<file path="src/rtl/uart_prog_loader.sv">
`timescale 1ns/1ps
`default_nettype none
// ============================================================================
// Module      : uart_prog_loader
// Description : Serial program loader for the jacaranda-8 instruction memory.
//               Receives 8N1 frames on rx, interprets the stream as
//               [N][N data bytes][checksum], writes the data bytes to
//               consecutive instruction-memory addresses starting at 0 and
//               keeps the CPU in reset until the checksum has been verified.
//
// Ports       : clk        - system clock, all logic on posedge
//               reset      - asynchronous active-high reset
//               rx         - serial line (idle high), asynchronous to clk
//               clk_freq   - clk frequency in Hz (quasi-static)
//               load_en    - 1 = loader armed, 0 = abort / return to idle
//               imem_w_en  - one-cycle instruction memory write strobe
//               imem_addr  - write address (holds between strobes)
//               imem_data  - write data (holds between strobes)
//               cpu_hold   - 1 = keep CPU in reset
//               done       - load completed and checksum matched
//               error      - framing or checksum failure
//
// Revision    : 1.0 - initial release
// ============================================================================
module uart_prog_loader #(
    parameter int BAUD_RATE = 115200
) (
    input  logic        clk,
    input  logic        reset,
    input  logic        rx,
    input  logic [31:0] clk_freq,
    input  logic        load_en,
    output logic        imem_w_en,
    output logic [7:0]  imem_addr,
    output logic [7:0]  imem_data,
    output logic        cpu_hold,
    output logic        done,
    output logic        error
);

    localparam logic [31:0] C_BAUD       = 32'(BAUD_RATE);
    localparam logic [31:0] C_MIN_PERIOD = 32'd2;

    typedef enum logic [1:0] {
        RX_IDLE  = 2'd0,
        RX_START = 2'd1,
        RX_DATA  = 2'd2,
        RX_STOP  = 2'd3
    } rx_state_t;

    typedef enum logic [2:0] {
        L_IDLE = 3'd0,
        L_LEN  = 3'd1,
        L_DATA = 3'd2,
        L_SUM  = 3'd3,
        L_DONE = 3'd4,
        L_ERR  = 3'd5
    } load_state_t;

    // ------------------------------------------------------------------
    // Bit period. clk_freq is quasi-static, so the divider result is
    // registered to keep the divide out of the counter compare paths.
    // ------------------------------------------------------------------
    logic [31:0] w_div;
    logic [31:0] w_period;
    logic [31:0] r_period;
    logic [31:0] w_per_last;
    logic [31:0] w_half_last;

    assign w_div      = clk_freq / C_BAUD;
    assign w_period   = (w_div < C_MIN_PERIOD) ? C_MIN_PERIOD : w_div;
    assign w_per_last = r_period - 32'd1;
    // r_period >= 2, so the half period is at least 1 and this cannot underflow
    assign w_half_last = (r_period >> 1) - 32'd1;

    always_ff @(posedge clk or posedge reset) begin
        if (reset) begin
            r_period <= C_MIN_PERIOD;
        end else begin
            r_period <= w_period;
        end
    end

    // ------------------------------------------------------------------
    // rx synchronizer and falling-edge detect. Flops reset to the idle
    // level so leaving reset never looks like a start edge.
    // ------------------------------------------------------------------
    logic r_rx_meta;
    logic r_rx_sync;
    logic r_rx_prev;
    logic w_rx_fall;

    always_ff @(posedge clk or posedge reset) begin
        if (reset) begin
            r_rx_meta <= 1'b1;
            r_rx_sync <= 1'b1;
            r_rx_prev <= 1'b1;
        end else begin
            r_rx_meta <= rx;
            r_rx_sync <= r_rx_meta;
            r_rx_prev <= r_rx_sync;
        end
    end

    assign w_rx_fall = r_rx_prev & ~r_rx_sync;

    // ------------------------------------------------------------------
    // Deserializer
    // ------------------------------------------------------------------
    load_state_t r_state;
    load_state_t w_state_next;

    rx_state_t   r_rx_state;
    rx_state_t   w_rx_next;
    logic [31:0] r_cnt;
    logic [2:0]  r_idx;
    logic [7:0]  r_shift;
    logic        r_byte_valid;
    logic        r_frame_err;
    logic        w_rx_run;
    logic        w_bit_tick;
    logic        w_stop_tick;

    assign w_rx_run = (r_state == L_LEN) || (r_state == L_DATA) || (r_state == L_SUM);

    always_comb begin
        w_rx_next   = r_rx_state;
        w_bit_tick  = 1'b0;
        w_stop_tick = 1'b0;
        case (r_rx_state)
            RX_IDLE: begin
                if (w_rx_fall) begin
                    w_rx_next = RX_START;
                end
            end
            RX_START: begin
                // Mid-start-bit check: a high line here was only a glitch
                if (r_cnt == w_half_last) begin
                    w_rx_next = r_rx_sync ? RX_IDLE : RX_DATA;
                end
            end
            RX_DATA: begin
                if (r_cnt == w_per_last) begin
                    w_bit_tick = 1'b1;
                    if (r_idx == 3'd7) begin
                        w_rx_next = RX_STOP;
                    end
                end
            end
            RX_STOP: begin
                if (r_cnt == w_per_last) begin
                    w_stop_tick = 1'b1;
                    w_rx_next   = RX_IDLE;
                end
            end
            default: w_rx_next = RX_IDLE;
        endcase
        if (!w_rx_run) begin
            w_rx_next   = RX_IDLE;
            w_bit_tick  = 1'b0;
            w_stop_tick = 1'b0;
        end
    end

    always_ff @(posedge clk or posedge reset) begin
        if (reset) begin
            r_rx_state <= RX_IDLE;
        end else begin
            r_rx_state <= w_rx_next;
        end
    end

    always_ff @(posedge clk or posedge reset) begin
        if (reset) begin
            r_cnt        <= '0;
            r_idx        <= '0;
            r_shift      <= '0;
            r_byte_valid <= 1'b0;
            r_frame_err  <= 1'b0;
        end else begin
            // Counter restarts on every state change and every data sample,
            // so each sample lands one full period after the previous one.
            if ((w_rx_next != r_rx_state) || w_bit_tick) begin
                r_cnt <= '0;
            end else if (r_rx_state != RX_IDLE) begin
                r_cnt <= r_cnt + 32'd1;
            end

            if (r_rx_state == RX_IDLE) begin
                r_idx <= '0;
            end else if (w_bit_tick) begin
                r_idx <= r_idx + 3'd1;
            end

            // LSB first: shift in from the top
            if (w_bit_tick) begin
                r_shift <= {r_rx_sync, r_shift[7:1]};
            end

            r_byte_valid <= w_stop_tick &  r_rx_sync;
            r_frame_err  <= w_stop_tick & ~r_rx_sync;
        end
    end

    // ------------------------------------------------------------------
    // Loader FSM
    // ------------------------------------------------------------------
    logic [8:0] r_remain;
    logic [7:0] r_ptr;
    logic [7:0] r_acc;
    logic [7:0] r_addr;
    logic [7:0] r_data;
    logic       r_w_en;
    logic       w_wr;

    always_comb begin
        w_state_next = r_state;
        w_wr         = 1'b0;
        case (r_state)
            L_IDLE: begin
                if (load_en) begin
                    w_state_next = L_LEN;
                end
            end
            L_LEN: begin
                if (!load_en) begin
                    w_state_next = L_IDLE;
                end else if (r_frame_err) begin
                    w_state_next = L_ERR;
                end else if (r_byte_valid) begin
                    w_state_next = L_DATA;
                end
            end
            L_DATA: begin
                // Abort takes priority over a byte arriving in the same cycle
                if (!load_en) begin
                    w_state_next = L_IDLE;
                end else if (r_frame_err) begin
                    w_state_next = L_ERR;
                end else if (r_byte_valid) begin
                    w_wr = 1'b1;
                    if (r_remain == 9'd1) begin
                        w_state_next = L_SUM;
                    end
                end
            end
            L_SUM: begin
                if (!load_en) begin
                    w_state_next = L_IDLE;
                end else if (r_frame_err) begin
                    w_state_next = L_ERR;
                end else if (r_byte_valid) begin
                    w_state_next = (r_shift == r_acc) ? L_DONE : L_ERR;
                end
            end
            L_DONE, L_ERR: begin
                if (!load_en) begin
                    w_state_next = L_IDLE;
                end
            end
            default: w_state_next = L_IDLE;
        endcase
    end

    always_ff @(posedge clk or posedge reset) begin
        if (reset) begin
            r_state <= L_IDLE;
        end else begin
            r_state <= w_state_next;
        end
    end

    always_ff @(posedge clk or posedge reset) begin
        if (reset) begin
            r_remain <= '0;
            r_ptr    <= '0;
            r_acc    <= '0;
            r_addr   <= '0;
            r_data   <= '0;
            r_w_en   <= 1'b0;
        end else begin
            r_w_en <= w_wr;

            if ((r_state == L_IDLE) && load_en) begin
                r_ptr  <= '0;
                r_acc  <= '0;
                r_addr <= '0;
            end

            // A length byte of 0 encodes a full 256-byte image
            if ((r_state == L_LEN) && (w_state_next == L_DATA)) begin
                r_remain <= (r_shift == 8'd0) ? 9'd256 : {1'b0, r_shift};
            end

            // r_ptr wraps to 0 after the 256th write, but no write follows it
            if (w_wr) begin
                r_addr   <= r_ptr;
                r_data   <= r_shift;
                r_ptr    <= r_ptr + 8'd1;
                r_acc    <= r_acc + r_shift;
                r_remain <= r_remain - 9'd1;
            end
        end
    end

    assign imem_w_en = r_w_en;
    assign imem_addr = r_addr;
    assign imem_data = r_data;
    assign cpu_hold  = (r_state == L_LEN) || (r_state == L_DATA) ||
                       (r_state == L_SUM) || (r_state == L_ERR);
    assign done      = (r_state == L_DONE);
    assign error     = (r_state == L_ERR);

endmodule
`default_nettype wire

</file>
<file path="config.mk">
export PLATFORM = sky130hd
export DESIGN_NAME = uart_prog_loader
export DESIGN_NICKNAME = d
export VERILOG_FILES = /design/src/rtl/uart_prog_loader.sv
export SDC_FILE = /design/constraint.sdc
export NUM_CORES = 1
export LEC_CHECK = 0
export CAP_MARGIN = 20
export CORE_MARGIN = 10
export CORE_UTILIZATION = 60
export CTS_BUF_LIST = sky130_fd_sc_hd__clkbuf_16
export DETAILED_ROUTE_END_ITERATION = 6
export DONT_BUFFER_PORTS = 1
export GPL_TIMING_DRIVEN = 1
export HOLD_SLACK_MARGIN = 0.06
export MAX_ROUTING_LAYER = met4
export PLACE_DENSITY_LB_ADDON = 0.15
export RECOVER_POWER = 25
export REMOVE_ABC_BUFFERS = 1
export SYNTH_ARGS = -nofsm -noshare
export SYNTH_HDL_FRONTEND = slang
export SYNTH_SLANG_ARGS = --single-unit
export TNS_END_PERCENT = 1
</file>
<file path="constraint.sdc">
create_clock -name clk -period 4 [get_ports clk]
set_clock_uncertainty 0.2 [all_clocks]
set_input_delay 0.8 -clock clk [delete_from_list [all_inputs] [get_ports clk]]
set_output_delay 0.8 -clock clk [all_outputs]
set_load 0.01 [all_outputs]
</file>
==> impl_results.md <==
- Status: finished, violations left
- Failing checks: capacitance limit, slew limit, setup timing
- Clock sink count: 111
- FF-to-FF path depth: 20
- Worst setup margin: -7100 ps
- Cell variety after synth: 114
- Ports: 56
- Critical Path AT: 11180 ps
- Max Cap Violations: 1
- HP Class: reg2reg
- Post-synth top area share: 0.246
- CP startpoint kind: input port
- Max Fanout on Critical Path: 8
- Largest net degree at the start of global routing: 58
- WS Path Type: in2reg
- Setup Viol. Count Final: 43
- Critical Path RT: 4080 ps
- Max Slew Vio Count: 55
- Vias in the first global route: 11600
- Worst setup path start: clk_freq[27]
- Wirelength, routed: 34300 µm
- CP Capture Type: register
- Post-Place Cells: 1898
- Seq cells post-synth: 111
- Sequential-to-total area share from yosys stat: 0.256
- CP peak stage delay: 550 ps
- DRT antenna net count: 0
- Global Route Usage Sum: 0.278
- Synth Flop Type: dfrtp_1
- Number of hold buffers added after CTS: 0
- Area occupied by multi-input gates: 8450 µm²
- DR vias: 12200
- Vias/cell: 6.30
- Starting Density: 0.608
- CP dominant cell by count: buf_4
- Yosys top cell by area: dfrtp_1
- I/O Buffers: 0
- First-pass iteration count of the detailed router: 6
- Final Hold Vio Count: 0
- Crit Reg-Reg Startpoint: r_period[7]
- Die area: 23900 µm²
- DIE WIDTH: 155 µm
- Antenna Diode Count: 0
- Met1 WL: 14500 µm
- Gp weighted congestion: 0.966
- CORE AREA: 17900 µm²
- H-tree depth: 3
- EDFF count, synth: 0
- Fraction of layout cells with a size suffix above 1: 0.343
- Mapped Cells: 1403
- Commonest non-fill, non-tap cell in the layout: buf_4
- Final Net Count: 1761
- CTS root buf: clkbuf_16
- Cell Area, Synth: 10900 µm²
- Fmax: 90.1 MHz
- Remaining DRCs: 0
- Async S/R FF share, synth: 1.00
- First-pass GRT wire length: 56100 µm
- Worst Hold Depth: 0
- Worst slew margin: -0.642
- Met3 Wirelength: 2030 µm
- Wire per inst: 17.7 µm
- Hold WS: 167 ps
- DIE HEIGHT: 155 µm
- Largest cells by area after synthesis: dfrtp_1 (25%), nand2_1 (5.6%), nor2_1 (5.6%), xnor2_1 (4.3%), o21ai_0 (3.4%)
- Commonest cells after routing, fill and taps aside: buf_4 (350), nand2_1 (159), nor2_1 (152)
- Row cnt: 49
- Filler Cells Inserted: 1133
- Clock Latency Late Sink: 360 ps
- Max stage delay cell, worst path: or4_4
- Post-Layout Cell Count: 1940
- Met2 WL: 16900 µm
- Grt ovf: 0
- FF/Latch Area: 2780 µm²
- Initial DRC Count: 1119
- Slew @ Worst Pin: 2450 ps
- Yosys warning count: 0
- Layout area overhead: 35.2%
- TritonCTS Buffers: 9
- Bufs on Longest Clock Path: 2
- Initial antenna violation count: 0
- Syn_area_per_cell: 7.76 µm²
- Unrepaired setup endpoints after global routing: true
- RR Endpoint: r_cnt[13]
- Worst reg2reg setup slack: -90 ps
- CTS clk-pin slew, worst paths: 80 ps
- Post-DP HPWL: 24300 µm
- Final Cycle Share: 2.77
- Uppermost layer routed: met4
- Crit path to: r_period[0]
- CTS tree: yes
- Fin crit period: 11100 ps
-- cell usage after synthesis, drive strengths merged, types with 7 or more instances --
library cell and instances:
a2111oi 9, a211o 8, a211oi 25, a21o 14
a21oi 64, a22oi 8, a311oi 7, a31oi 17
and2 18, and3 17, buf 24, clkbuf 44
dfrtp 107, ha 18, inv 39, mux2 19
mux2i 23, nand2 163, nand2b 14, nand3 71
nand4 24, nor2 163, nor2b 9, nor3 56
nor4 28, o211ai 16, o21a 18, o21ai 88
o22ai 13, o31ai 12, or2 28, or3 20
or4 9, xnor2 54, xor2 43
-- sequential cells by signal, indices dropped and copies added, names as in the netlist --
register	count
r_acc	8
r_rx_state	2
r_ptr	8
imem_addr	8
imem_data	8
r_frame_err	1
r_cnt	32
r_shift	8
imem_w_en	1
r_idx	3
r_state	3
r_period	16
r_byte_valid	1
r_rx_prev	1
r_rx_sync	1
r_rx_meta	1
r_remain	9
-- cell families (layout without fill, tap and decap cells) --
logic type | after synthesis | count (layout) | synth area share
AOI/OAI and AO/OA | 381 | 381 | 0.261
xor gates and xnor gates | 97 | 97 | 0.0801
adders and majority gates | 20 | 20 | 0.0234
buffers and inverters | 107 | 415 | 0.0418
DFF | 111 | 111 | 0.256
muxes | 42 | 42 | 0.0430
and+or+nand+nor | 645 | 645 | 0.295
-- worst max-delay path: cells and delay by family --
family / cells / cell delay, ps
buffers and inverters: 11 / 1840
and+or+nand+nor: 11 / 3410
xor gates and xnor gates: 2 / 300
AOI/OAI and AO/OA: 22 / 4530
muxes: 2 / 320
-- final cells by class --
| cell class | count | share of cell area |
|---|---|---|
| sequential | 111 | 0.189 |
| timing repair buffer | 360 | 0.187 |
| clock buffer | 9 | 0.0153 |
| tap | 229 | 0.0195 |
| inverter | 39 | 0.0100 |
| multi-input combinational | 1185 | 0.574 |
| clock inverter | 7 | 0.00586 |
-- timing repair --
item	CTS	global route
setup endpoints to repair	52	55
gates resized for setup	105	70
pin swaps	35	29
buffers inserted	20	6
-- stage by stage --
step	utilization	cell area, µm²	setup TNS [ps]	worst slack [ps]
after floorplan	-	10600	-52700	-7990
after global placement	0.748	13400	-49830	-7460
after detailed placement	0.748	13400	-55540	-7800
after CTS	0.802	14400	-46860	-6730
after global routing	0.822	14700	-57540	-7550
final	0.822	14700	-46290	-7100
-- per-layer routing --
layer / GRT usage / vias to the layer above
met1: 0.344 / 5821
met2: 0.467 / 519
li1: - / 5785
met3: 0.0324 / 92
met4: 0.0805 / 0
met5: - / -
-- worst min-delay path by stage --
stage | slack [ps] | from | endpoint
after global routing | 170 | r_rx_meta | r_rx_sync
after global placement | 150 | r_rx_meta | r_rx_sync
after detailed placement | 150 | r_rx_meta | r_rx_sync
final | 170 | r_rx_meta | r_rx_sync
after floorplan | 150 | r_rx_meta | r_rx_sync
after CTS | 160 | r_rx_meta | r_rx_sync
Power is not shown: default switching activity piles up to over one toggle a cycle in this logic, so the estimate is an artifact.
